$ cat src/rtl/serial_uart_pkg.sv
// Shared definitions for the serial transmit/receive slice: FSM encoding
// and global limits used by the arbiter and its priority picker.
package serial_uart_pkg;

  localparam int unsigned cMaxRequesters = 8;
  localparam int unsigned cDataWidth     = 8;

  typedef enum logic [1:0] {
    stIdle   = 2'd0,
    stSend   = 2'd1,
    stSettle = 2'd2
  } state_t;

endpackage

$ cat src/rtl/rr_priority_picker.sv
// Round-robin priority picker: returns the first set bit of mask_i found
// scanning upward from pointer_i with wrap-around. Purely combinational.
module rr_priority_picker #(
  parameter  int unsigned pRequesters = 4,
  localparam int unsigned pIndexWidth = $clog2(pRequesters)
) (
  input  logic [pRequesters-1:0] mask_i,
  input  logic [pIndexWidth-1:0] pointer_i,
  output logic [pIndexWidth-1:0] winner_o,
  output logic                   any_o
);

  // Scan from the pointer, keep the first hit.
  always_comb begin
    logic [pIndexWidth-1:0] idx;
    idx      = '0;
    winner_o = '0;
    any_o    = 1'b0;
    for (int unsigned i = 0; i < pRequesters; i++) begin
      idx = pIndexWidth'((32'(pointer_i) + i) % pRequesters);
      if (!any_o && mask_i[idx]) begin
        any_o    = 1'b1;
        winner_o = idx;
      end
    end
  end

endmodule

$ cat src/rtl/serial_tx_arbiter.sv
// Round-robin arbiter sharing one 8N1 transmitter between pRequesters
// byte-stream clients. A byte is latched while the transmitter reports
// ready (idle or stop bit), so consecutive frames leave no idle gap.
// Optional message locking: define SERIAL_TX_ARB_LOCK_EN.
module serial_tx_arbiter
  import serial_uart_pkg::*;
#(
  parameter  int unsigned pRequesters = 4,
  localparam int unsigned pIndexWidth = $clog2(pRequesters)
) (
  input  logic                              iClock,
  input  logic                              iReset,
  input  logic [pRequesters-1:0]            iReqValid,
  input  logic [cDataWidth*pRequesters-1:0] iReqData,
  input  logic [pRequesters-1:0]            iReqLast,
  output logic [pRequesters-1:0]            oReqAck,
  output logic [cDataWidth-1:0]             oTxData,
  output logic                              oTxSend,
  input  logic                              iTxReady,
  output logic [pIndexWidth-1:0]            oGrant,
  output logic                              oBusy
);

  state_t                 state_q, state_d;
  logic [pIndexWidth-1:0] ptr_q, ptr_d;
  logic [pIndexWidth-1:0] grant_q, grant_d;
  logic [cDataWidth-1:0]  data_q, data_d;
  logic [pRequesters-1:0] ack_q, ack_d;
  logic                   send_q, send_d;
  logic [pRequesters-1:0] eligible;
  logic [pIndexWidth-1:0] winner;
  logic                   any_eligible;

`ifdef SERIAL_TX_ARB_LOCK_EN
  logic lock_q, lock_d;
  logic last_q, last_d;

  // While locked only the last-granted client may win.
  always_comb begin
    eligible = iReqValid;
    if (lock_q) begin
      eligible          = '0;
      eligible[grant_q] = iReqValid[grant_q];
    end
  end
`else
  logic unused_last;
  assign unused_last = ^iReqLast;

  // Per-byte arbitration: every requesting client competes.
  always_comb begin
    eligible = iReqValid;
  end
`endif

  rr_priority_picker #(
    .pRequesters(pRequesters)
  ) u_picker (
    .mask_i   (eligible),
    .pointer_i(ptr_q),
    .winner_o (winner),
    .any_o    (any_eligible)
  );

  // State register.
  always_ff @(posedge iClock) begin
    if (iReset) state_q <= stIdle;
    else        state_q <= state_d;
  end

  // Next-state logic; stSettle covers the transmitter's one-cycle ready lag.
  always_comb begin
    state_d = state_q;
    case (state_q)
      stIdle:   if (iTxReady && any_eligible) state_d = stSend;
      stSend:   state_d = stSettle;
      stSettle: state_d = stIdle;
      default:  state_d = stIdle;
    endcase
  end

  // Output/datapath next values, computed from the next state so that
  // send/ack come out of registers during the stSend cycle.
  always_comb begin
    data_d  = data_q;
    grant_d = grant_q;
    ptr_d   = ptr_q;
    ack_d   = '0;
    send_d  = 1'b0;
`ifdef SERIAL_TX_ARB_LOCK_EN
    lock_d  = lock_q;
    last_d  = last_q;
`endif
    if (state_q == stIdle && state_d == stSend) begin
      data_d        = iReqData[32'(winner)*cDataWidth +: cDataWidth];
      grant_d       = winner;
      ack_d[winner] = 1'b1;
      send_d        = 1'b1;
`ifdef SERIAL_TX_ARB_LOCK_EN
      last_d        = iReqLast[winner];
      if (!iReqLast[winner]) lock_d = 1'b1;
`endif
    end
    if (state_q == stSend) begin
`ifdef SERIAL_TX_ARB_LOCK_EN
      if (last_q) begin
        lock_d = 1'b0;
        ptr_d  = (grant_q == pIndexWidth'(pRequesters-1)) ? '0 : grant_q + 1'b1;
      end
`else
      ptr_d = (grant_q == pIndexWidth'(pRequesters-1)) ? '0 : grant_q + 1'b1;
`endif
    end
  end

  // Output and datapath registers.
  always_ff @(posedge iClock) begin
    if (iReset) begin
      ptr_q   <= '0;
      grant_q <= '0;
      data_q  <= '0;
      ack_q   <= '0;
      send_q  <= 1'b0;
`ifdef SERIAL_TX_ARB_LOCK_EN
      lock_q  <= 1'b0;
      last_q  <= 1'b0;
`endif
    end else begin
      ptr_q   <= ptr_d;
      grant_q <= grant_d;
      data_q  <= data_d;
      ack_q   <= ack_d;
      send_q  <= send_d;
`ifdef SERIAL_TX_ARB_LOCK_EN
      lock_q  <= lock_d;
      last_q  <= last_d;
`endif
    end
  end

  assign oReqAck = ack_q;
  assign oTxData = data_q;
  assign oTxSend = send_q;
  assign oGrant  = grant_q;
  assign oBusy   = (state_q != stIdle) || !iTxReady;

endmodule

$ cat config.mk
export PLATFORM = sky130hd
export DESIGN_NAME = serial_tx_arbiter
export DESIGN_NICKNAME = d
export VERILOG_FILES = /design/src/rtl/serial_uart_pkg.sv /design/src/rtl/rr_priority_picker.sv /design/src/rtl/serial_tx_arbiter.sv
export SDC_FILE = /design/constraint.sdc
export NUM_CORES = 1
export LEC_CHECK = 0
export ABC_CLOCK_PERIOD_IN_PS = 2400
export CORE_UTILIZATION = 38
export CTS_BUF_LIST = sky130_fd_sc_hd__clkbuf_16
export CTS_CLUSTER_SIZE = 28
export DETAILED_ROUTE_END_ITERATION = 7
export PLACE_DENSITY = 0.83
export SETUP_SLACK_MARGIN = 0.15
export SYNTH_ARGS = -nofsm -noshare
export SYNTH_HDL_FRONTEND = slang
export SYNTH_SLANG_ARGS = --single-unit
$ cat constraint.sdc
create_clock -name iClock -period 2.4 [get_ports iClock]
set_clock_uncertainty 0.05 [all_clocks]
set_input_delay 0.6 -clock iClock [delete_from_list [all_inputs] [get_ports iClock]]
set_output_delay 0.6 -clock iClock [all_outputs]
set_load 0.01 [all_outputs]
==> impl_metrics.ini, run 1 <==
[die]
pin_count = 59
core_um2 = 2280
die_y_um = 51.8
std_cell_rows = 17
die-area_um2 = 2680
initial_utilization_pct = 41.3
die_x_um = 51.8

[final_layout]
drive_above_1_share_pct = 12.6
final_cell_mix = clkdlybuf4s50_1 (53), mux2i_1 (20), dfxtp_1 (19), nor2_1 (11), nand2_1 (8)
diodes = 0
nets = 196
area_delta_synth_final_pct = 72.7
final_core_util_pct = 71.4
final_common_cell = clkdlybuf4s50_1

[sta]
setup_viol = 0
drv_slew = 0
fin_crit_ns = 2.20
hold_viol = 0
slew_headroom_pct = 62.1
tns_ns = 0
grt_setup_unrepaired = no
period_share_pct = 91.9
fmax_ghz = 0.454
worstMarginPinSlew_ns = 0.566

[detailed_routing]
vias = 916
drc = 0
wl_per_cell_um = 14.8
via_per_inst = 5.12
first_pass_iters = 5
drtIter0Drc = 14
ant_nets = 0
routed_wirelength_um = 2640

[clock_tree]
clk_path_buf_depth = 2
holdBufCountCts = 0
clkSinkCount = 19
cts_buffers = 3
cts_root_buffer = clkbuf_16
path_clk_slew_ns = 0.06
h-tree-depth = 1
cts_tree = done
clk_latency_ns = 0.25
cts_setup_buffers = 0

[worst_setup_path]
cp-end-kind = output pin
arrival_ns = 1.55
required_ns = 1.75
crit_fanout = 2
critPathLaunchType = input pin
timing_worst_setup_path_type = input pin to output pin

[yosys]
synth.yosys.warnings = 0
yosysUniqueCellTypes = 22
yosys_register_bits = 19
postSynthAreaPerCell_um2 = 10.3
synth_fp_nets = 135
syn_inst = 91
synth-seq-area-share_pct = 40.4
synth_area_um2 = 941

[global_route]
grt_pass1_vias = 848
overflow = 0
grt_pass1_wl_um = 3690
grtUsageTotal_pct = 19.4
grt_max_degree = 21
grt_antenna_before_repair = 0

[pwr]
peakVddDrop_mv = 0.724
powerDensity_nw_per_um2 = 572
p_total_mw = 0.930
p_leak_nw = 0.612

[placed_design]
gp_congestion = 0.761
portBuffers = 54
dp.final_hpwl_um = 1940

[flow_run]
drv_cap = 0

[outcome]
status = complete, no violations

[min_path]
hold_path_class = flop to flop
==> flip-flops by register name, summed over array words and instances, names as in the netlist <==
signal and count:
oTxSend 1, oTxData 8, oReqAck 4, oGrant 2
ptr_q 2, state_q 2
==> layer usage <==
| metal | share of wire, % | up-vias | wire (um) | GRT usage (%) |
|---|---|---|---|---|
| li1 | - | 452 | - | - |
| met1 | 38 | 436 | 1000 | 17.8 |
| met2 | 57 | 24 | 1500 | 39.2 |
| met3 | 3.8 | 4 | 100 | 5.85 |
| met4 | 1.6 | 0 | 42 | 7.21 |
| met5 | 0 | - | 0 | 0 |
==> cells in the mapped netlist <==
library cell | n | area, um^2
nor2_1 | 11 | 41.3
clkbuf_1 | 1 | 3.75
inv_1 | 3 | 11.3
nor3_1 | 2 | 10.0
o2bb2a_4 | 1 | 20.0
a21oi_1 | 4 | 20.0
or2b_1 | 1 | 7.51
nor4_4 | 1 | 21.3
a311oi_2 | 1 | 15.0
o221ai_2 | 1 | 15.0
nand2_1 | 8 | 30.0
dfxtp_1 | 19 | 380
nor3_4 | 1 | 16.3
ha_1 | 1 | 12.5
o21ai_1 | 1 | 5.00
or3b_4 | 1 | 11.3
nand2b_1 | 2 | 12.5
buf_6 | 3 | 33.8
nand2_2 | 1 | 6.26
o221ai_1 | 7 | 61.3
mux2i_1 | 20 | 200
nor2_2 | 1 | 6.26
==> what timing repair did <==
item,4_1_cts,5_1_grt
cloned,0,1
gates resized for setup,4,2
hold endpoints to repair,0,0
endpoints found under the setup margin,1,8
pin swaps,0,1
==> where the power goes <==
| part | total (mW) | internal (mW) | switching, mW |
|---|---|---|---|
| sequential | 0.351 | 0.338 | 0.0130 |
| clock | 0.347 | 0.225 | 0.122 |
| combinational | 0.232 | 0.140 | 0.0923 |
==> cells by family after synthesis <==
| group | after synthesis | synth area share [%] |
|---|---|---|
| simple gates | 29 | 17.3 |
| mux | 20 | 21.3 |
| flops | 19 | 40.4 |
| compound gates | 15 | 14.5 |
| buf+inv | 7 | 5.19 |
| fa+ha+maj | 1 | 1.33 |
==> final cells by class <==
cell class	count	area (um^2)
clock inverter	1	7.51
tap	28	35.0
sequential	19	380
multi-input combinational	66	543
inverter	3	11.3
clock buffer	3	75.1
timing repair buffer	59	573
fill	169	651
==> final timing paths <==
check                           startpoint         end  slack [ns]  cells after the start
worst min register to register  oTxData[3]  oTxData[3]        0.42                      2
worst min-delay path            oTxData[3]  oTxData[3]        0.42                      2
worst max-delay path              iTxReady       oBusy        0.20                      3
worst max register to register    ptr_q[1]  oTxData[0]        0.58                      6
==> worst max-delay path, cell delays in order <==
cell	delay, ns
clkdlybuf4s50_1	0.44
or3b_4	0.37
buf_2	0.15
==> stage by stage <==
step	std cells	setup slack, ns	area (um^2)	hold slack, ns
floorplan	91	0.689	941	0.431
global placement	174	-0.143	1520	0.396
detailed placement	174	-0.146	1520	0.407
CTS	178	0.188	1590	0.419
global route	179	0.161	1630	0.449
finish	179	0.195	1630	0.416
(Power assumes the default switching activity.)
==> inputs of run 2 (changes only) <==
--- a/config.mk
+++ b/config.mk
@@ -6,6 +6,7 @@
 export NUM_CORES = 1
 export LEC_CHECK = 0
 export ABC_CLOCK_PERIOD_IN_PS = 2400
+export CORE_MARGIN = 3
 export CORE_UTILIZATION = 38
 export CTS_BUF_LIST = sky130_fd_sc_hd__clkbuf_16
 export CTS_CLUSTER_SIZE = 28
==> impl_metrics.ini, run 2 (synthesis gave the netlist of run 1 again) <==
[outcome]
status = complete, no violations

[sta]
worst_slack_ns = 0.192
fmax_ghz = 0.453
slew_headroom_pct = 73.7
holdWs_ns = 0.411
hold_viol = 0
setup_viol = 0
fin_crit_ns = 2.21
grt_setup_unrepaired = no
tns_ns = 0
period_share_pct = 92.0
worstMarginPinSlew_ns = 0.395
drv_slew = 0

[worst_setup_path]
required_ns = 1.75
timing.rr.start = ptr_q[1]
cp-startpoint = iTxReady
arrival_ns = 1.56
r2r_cells = 6
rrSetupSlack_ns = 0.56
cp-end-kind = output pin
critPathLaunchType = input pin
r2r-end = oTxData[3]
timing_worst_setup_path_type = input pin to output pin
crit_fanout = 2

[die]
core_um2 = 2280
die-area_um2 = 3110
pin_count = 59
die_y_um = 55.8
initial_utilization_pct = 41.3
die_x_um = 55.8
std_cell_rows = 17

[min_path]
holdCritStartpoint = oTxData[7]
worstHoldPathCells = 2
whs_endpoint = oTxData[7]
hold_path_class = flop to flop

[clock_tree]
h-tree-depth = 1
cts_buffers = 3
cts_tree = done
cts_root_buffer = clkbuf_16
path_clk_slew_ns = 0.05
clkSinkCount = 19
cts_setup_buffers = 0
clk_latency_ns = 0.25
clk_path_buf_depth = 2

[global_route]
overflow = 0
grtUsageTotal_pct = 18.4
grt_antenna_before_repair = 0
grt_max_degree = 21
grt_pass1_vias = 990
grt_pass1_wl_um = 4460

[final_layout]
final_common_cell = clkdlybuf4s50_1
final_cell_mix = clkdlybuf4s50_1 (52), mux2i_1 (20), dfxtp_1 (19), nor2_1 (10), nand2_1 (8)
final_core_util_pct = 71.8
diodes = 0
final_cells = 179
finalInstanceArea_um2 = 1630
nets = 196
drive_above_1_share_pct = 14.6
largest_reg_flops = 8
area_delta_synth_final_pct = 73.7

[detailed_routing]
via_per_inst = 5.27
vias = 943
drtIter0Drc = 15
ant_nets = 0
first_pass_iters = 4
routed_wirelength_um = 2830
wl_per_cell_um = 15.8
drc = 0

[placed_design]
portBuffers = 54
dpl.cell_count = 173
gp_congestion = 0.723
post_dp_cell_area_um2 = 1510
dp.final_hpwl_um = 2080
place_ws_ns = -0.173

[pwr]
p_leak_nw = 0.627
peakVddDrop_mv = 0.394
p_total_mw = 0.929
powerDensity_nw_per_um2 = 568

[flow_run]
drv_cap = 0
## run 2: cell type report
| class | instances | area (um^2) |
|---|---|---|
| fill | 174 | 642 |
| timing repair buffer | 58 | 574 |
| multi-input combinational | 67 | 553 |
| sequential | 19 | 380 |
| clock buffer | 3 | 75.1 |
| tap | 28 | 35.0 |
| inverter | 3 | 11.3 |
| clock inverter | 1 | 5.00 |
## run 2: power by group
group          total, mW  switching [mW]  internal (mW)  leakage [nW]
clock              0.342           0.119          0.223        0.0409
combinational      0.234          0.0932          0.141         0.431
sequential         0.353          0.0140          0.339         0.155
total              0.929           0.226          0.703         0.627
## run 2: worst max-delay path by stage
stage	to	slack [ns]	cells after the start
finish	oBusy	0.19	3
global route	oBusy	0.16	3
CTS	oBusy	0.18	3
detailed placement	oBusy	-0.17	3
global placement	oBusy	-0.15	3
floorplan	oTxData[7]	0.69	5
## run 2: critical path, stage by stage
cell and delay, ns:
clkdlybuf4s50_1 0.44, or3b_4 0.38, buf_6 0.13
## run 2: what timing repair did
item	CTS	global route
pin swaps	0	1
resized for setup	4	7
gates cloned	0	2
setup endpoints to repair	1	9
hold buffers	0	0
hold endpoints to repair	0	0
## run 2: per-layer routing
metal  share of wire [%]  GRT usage, %  wire length [um]  vias to the layer above
met5                   0             0                 0                        -
met4                 1.5          8.33                42                        0
met3                 4.0          2.55               114                        4
met2                  59          36.5              1670                       32
met1                  36          18.3              1010                      443
li1                    -             -                 -                      464
==> inputs of run 3 (changes only) <==
--- a/config.mk
+++ b/config.mk
@@ -8,8 +8,6 @@
 export ABC_CLOCK_PERIOD_IN_PS = 2400
 export CORE_MARGIN = 3
 export CORE_UTILIZATION = 38
-export CTS_BUF_LIST = sky130_fd_sc_hd__clkbuf_16
-export CTS_CLUSTER_SIZE = 28
 export DETAILED_ROUTE_END_ITERATION = 7
 export PLACE_DENSITY = 0.83
 export SETUP_SLACK_MARGIN = 0.15
==> impl_metrics.ini, run 3 (synthesis gave the netlist of run 1 again) <==
[outcome]
status = complete, no violations

[worst_setup_path]
r2r_cells = 6
slowest_stage = clkdlybuf4s50_1
required_ns = 1.75
cp-end-kind = output pin
timing_worst_setup_path_type = input pin to output pin
crit_fanout = 2
critPathLaunchType = input pin
arrival_ns = 1.57
rrSetupSlack_ns = 0.66
cpPeakStageDelay_ns = 0.44
crit_path_cell_trace = clkdlybuf4s50_1 > or3b_4 > buf_2
timing.rr.start = ptr_q[1]
r2r-end = oTxData[4]

[detailed_routing]
routed_wirelength_um = 2600
wl_per_cell_um = 14.6
vias = 913
ant_nets = 0
via_per_inst = 5.13
first_pass_iters = 4
drc = 0
drtIter0Drc = 9

[die]
die_x_um = 55.8
initial_utilization_pct = 41.3
std_cell_rows = 17
die-area_um2 = 3110
die_y_um = 55.8
pin_count = 59
core_um2 = 2280

[sta]
worstMarginPinSlew_ns = 0.639
tns_ns = 0
fin_crit_ns = 2.22
fmax_ghz = 0.451
drv_slew = 0
slew_headroom_pct = 57.3
setup_viol = 0
hold_viol = 0
holdWs_ns = 0.425
period_share_pct = 92.4
grt_setup_unrepaired = yes
worst_slack_ns = 0.182

[clock_tree]
clk_path_buf_depth = 2
h-tree-depth = 1
cts_root_buffer = clkbuf_4
clkSinkCount = 19
cts_setup_buffers = 0
clk_latency_ns = 0.31
cts_tree = done
holdBufCountCts = 0
path_clk_slew_ns = 0.11
cts_buffers = 3

[final_layout]
nets = 195
final_common_cell = clkdlybuf4s50_1
final_core_util_pct = 67.8
fillers = 192
drive_above_1_share_pct = 12.0
final_cells = 178
finalInstanceArea_um2 = 1540
largest_reg_flops = 8
final_cell_mix = clkdlybuf4s50_1 (53), mux2i_1 (20), dfxtp_1 (19), nor2_1 (11), nand2_1 (8)
diodes = 0
area_delta_synth_final_pct = 64.0

[placed_design]
gp_congestion = 0.723
post_dp_cell_area_um2 = 1510
place_ws_ns = -0.173
dpl.cell_count = 173
dp.final_hpwl_um = 2080
portBuffers = 54

[global_route]
grt_antenna_before_repair = 0
grt_pass1_vias = 980
overflow = 0
grt_max_degree = 21
grtUsageTotal_pct = 17.9
grt_pass1_wl_um = 4380

[min_path]
whs_endpoint = oTxData[7]
hold_path_class = flop to flop
worstHoldPathCells = 2
holdCritStartpoint = oTxData[7]

[pwr]
peakVddDrop_mv = 0.315
powerDensity_nw_per_um2 = 482
p_total_mw = 0.743
p_leak_nw = 0.585

[flow_run]
drv_cap = 0
[run 3: what timing repair did]
item                                    4_1_cts  5_1_grt
endpoints found under the hold margin         0        0
pin swaps                                     0        1
endpoints found under the setup margin        1        3
resized for setup                             4        0
cloned                                        0        1
[run 3: worst max path at each step]
stage	from	to	slack, ns	depth (start not counted)
5_1_grt	iReqValid[0]	oTxData[0]	0.13	6
4_1_cts	iTxReady	oBusy	0.18	3
3_3_place_gp	iTxReady	oBusy	-0.15	3
2_1_floorplan	iTxReady	oTxData[7]	0.69	5
3_5_place_dp	iTxReady	oBusy	-0.17	3
6_report	iTxReady	oBusy	0.18	3
[run 3: power breakdown]
group | internal [mW] | total (mW) | leakage, nW | switching [mW]
Combinational | 0.136 | 0.223 | 0.412 | 0.0874
Sequential | 0.338 | 0.351 | 0.155 | 0.0131
Clock | 0.0623 | 0.168 | 0.0177 | 0.106
[run 3: cell type report]
cell class / count / area [um^2] / share of cell area [%]
clock buffer: 3 / 22.5 / 1.46
clock inverter: 1 / 5.00 / 0.324
inverter: 3 / 11.3 / 0.730
multi-input combinational: 66 / 523 / 33.9
sequential: 19 / 380 / 24.7
tap: 28 / 35.0 / 2.27
timing repair buffer: 58 / 566 / 36.7
[run 3: worst max-delay path, delay by kind of cell]
kind / cells / cell delay (ns)
simple gates: 1 / 0.37
buf+inv: 2 / 0.59
[run 3: metal layers]
layer / track usage (%) / share of wire, %
met5: 0 / 0
met4: 7.29 / 1.2
met3: 2.55 / 3.8
met2: 35.1 / 59
met1: 18.5 / 36
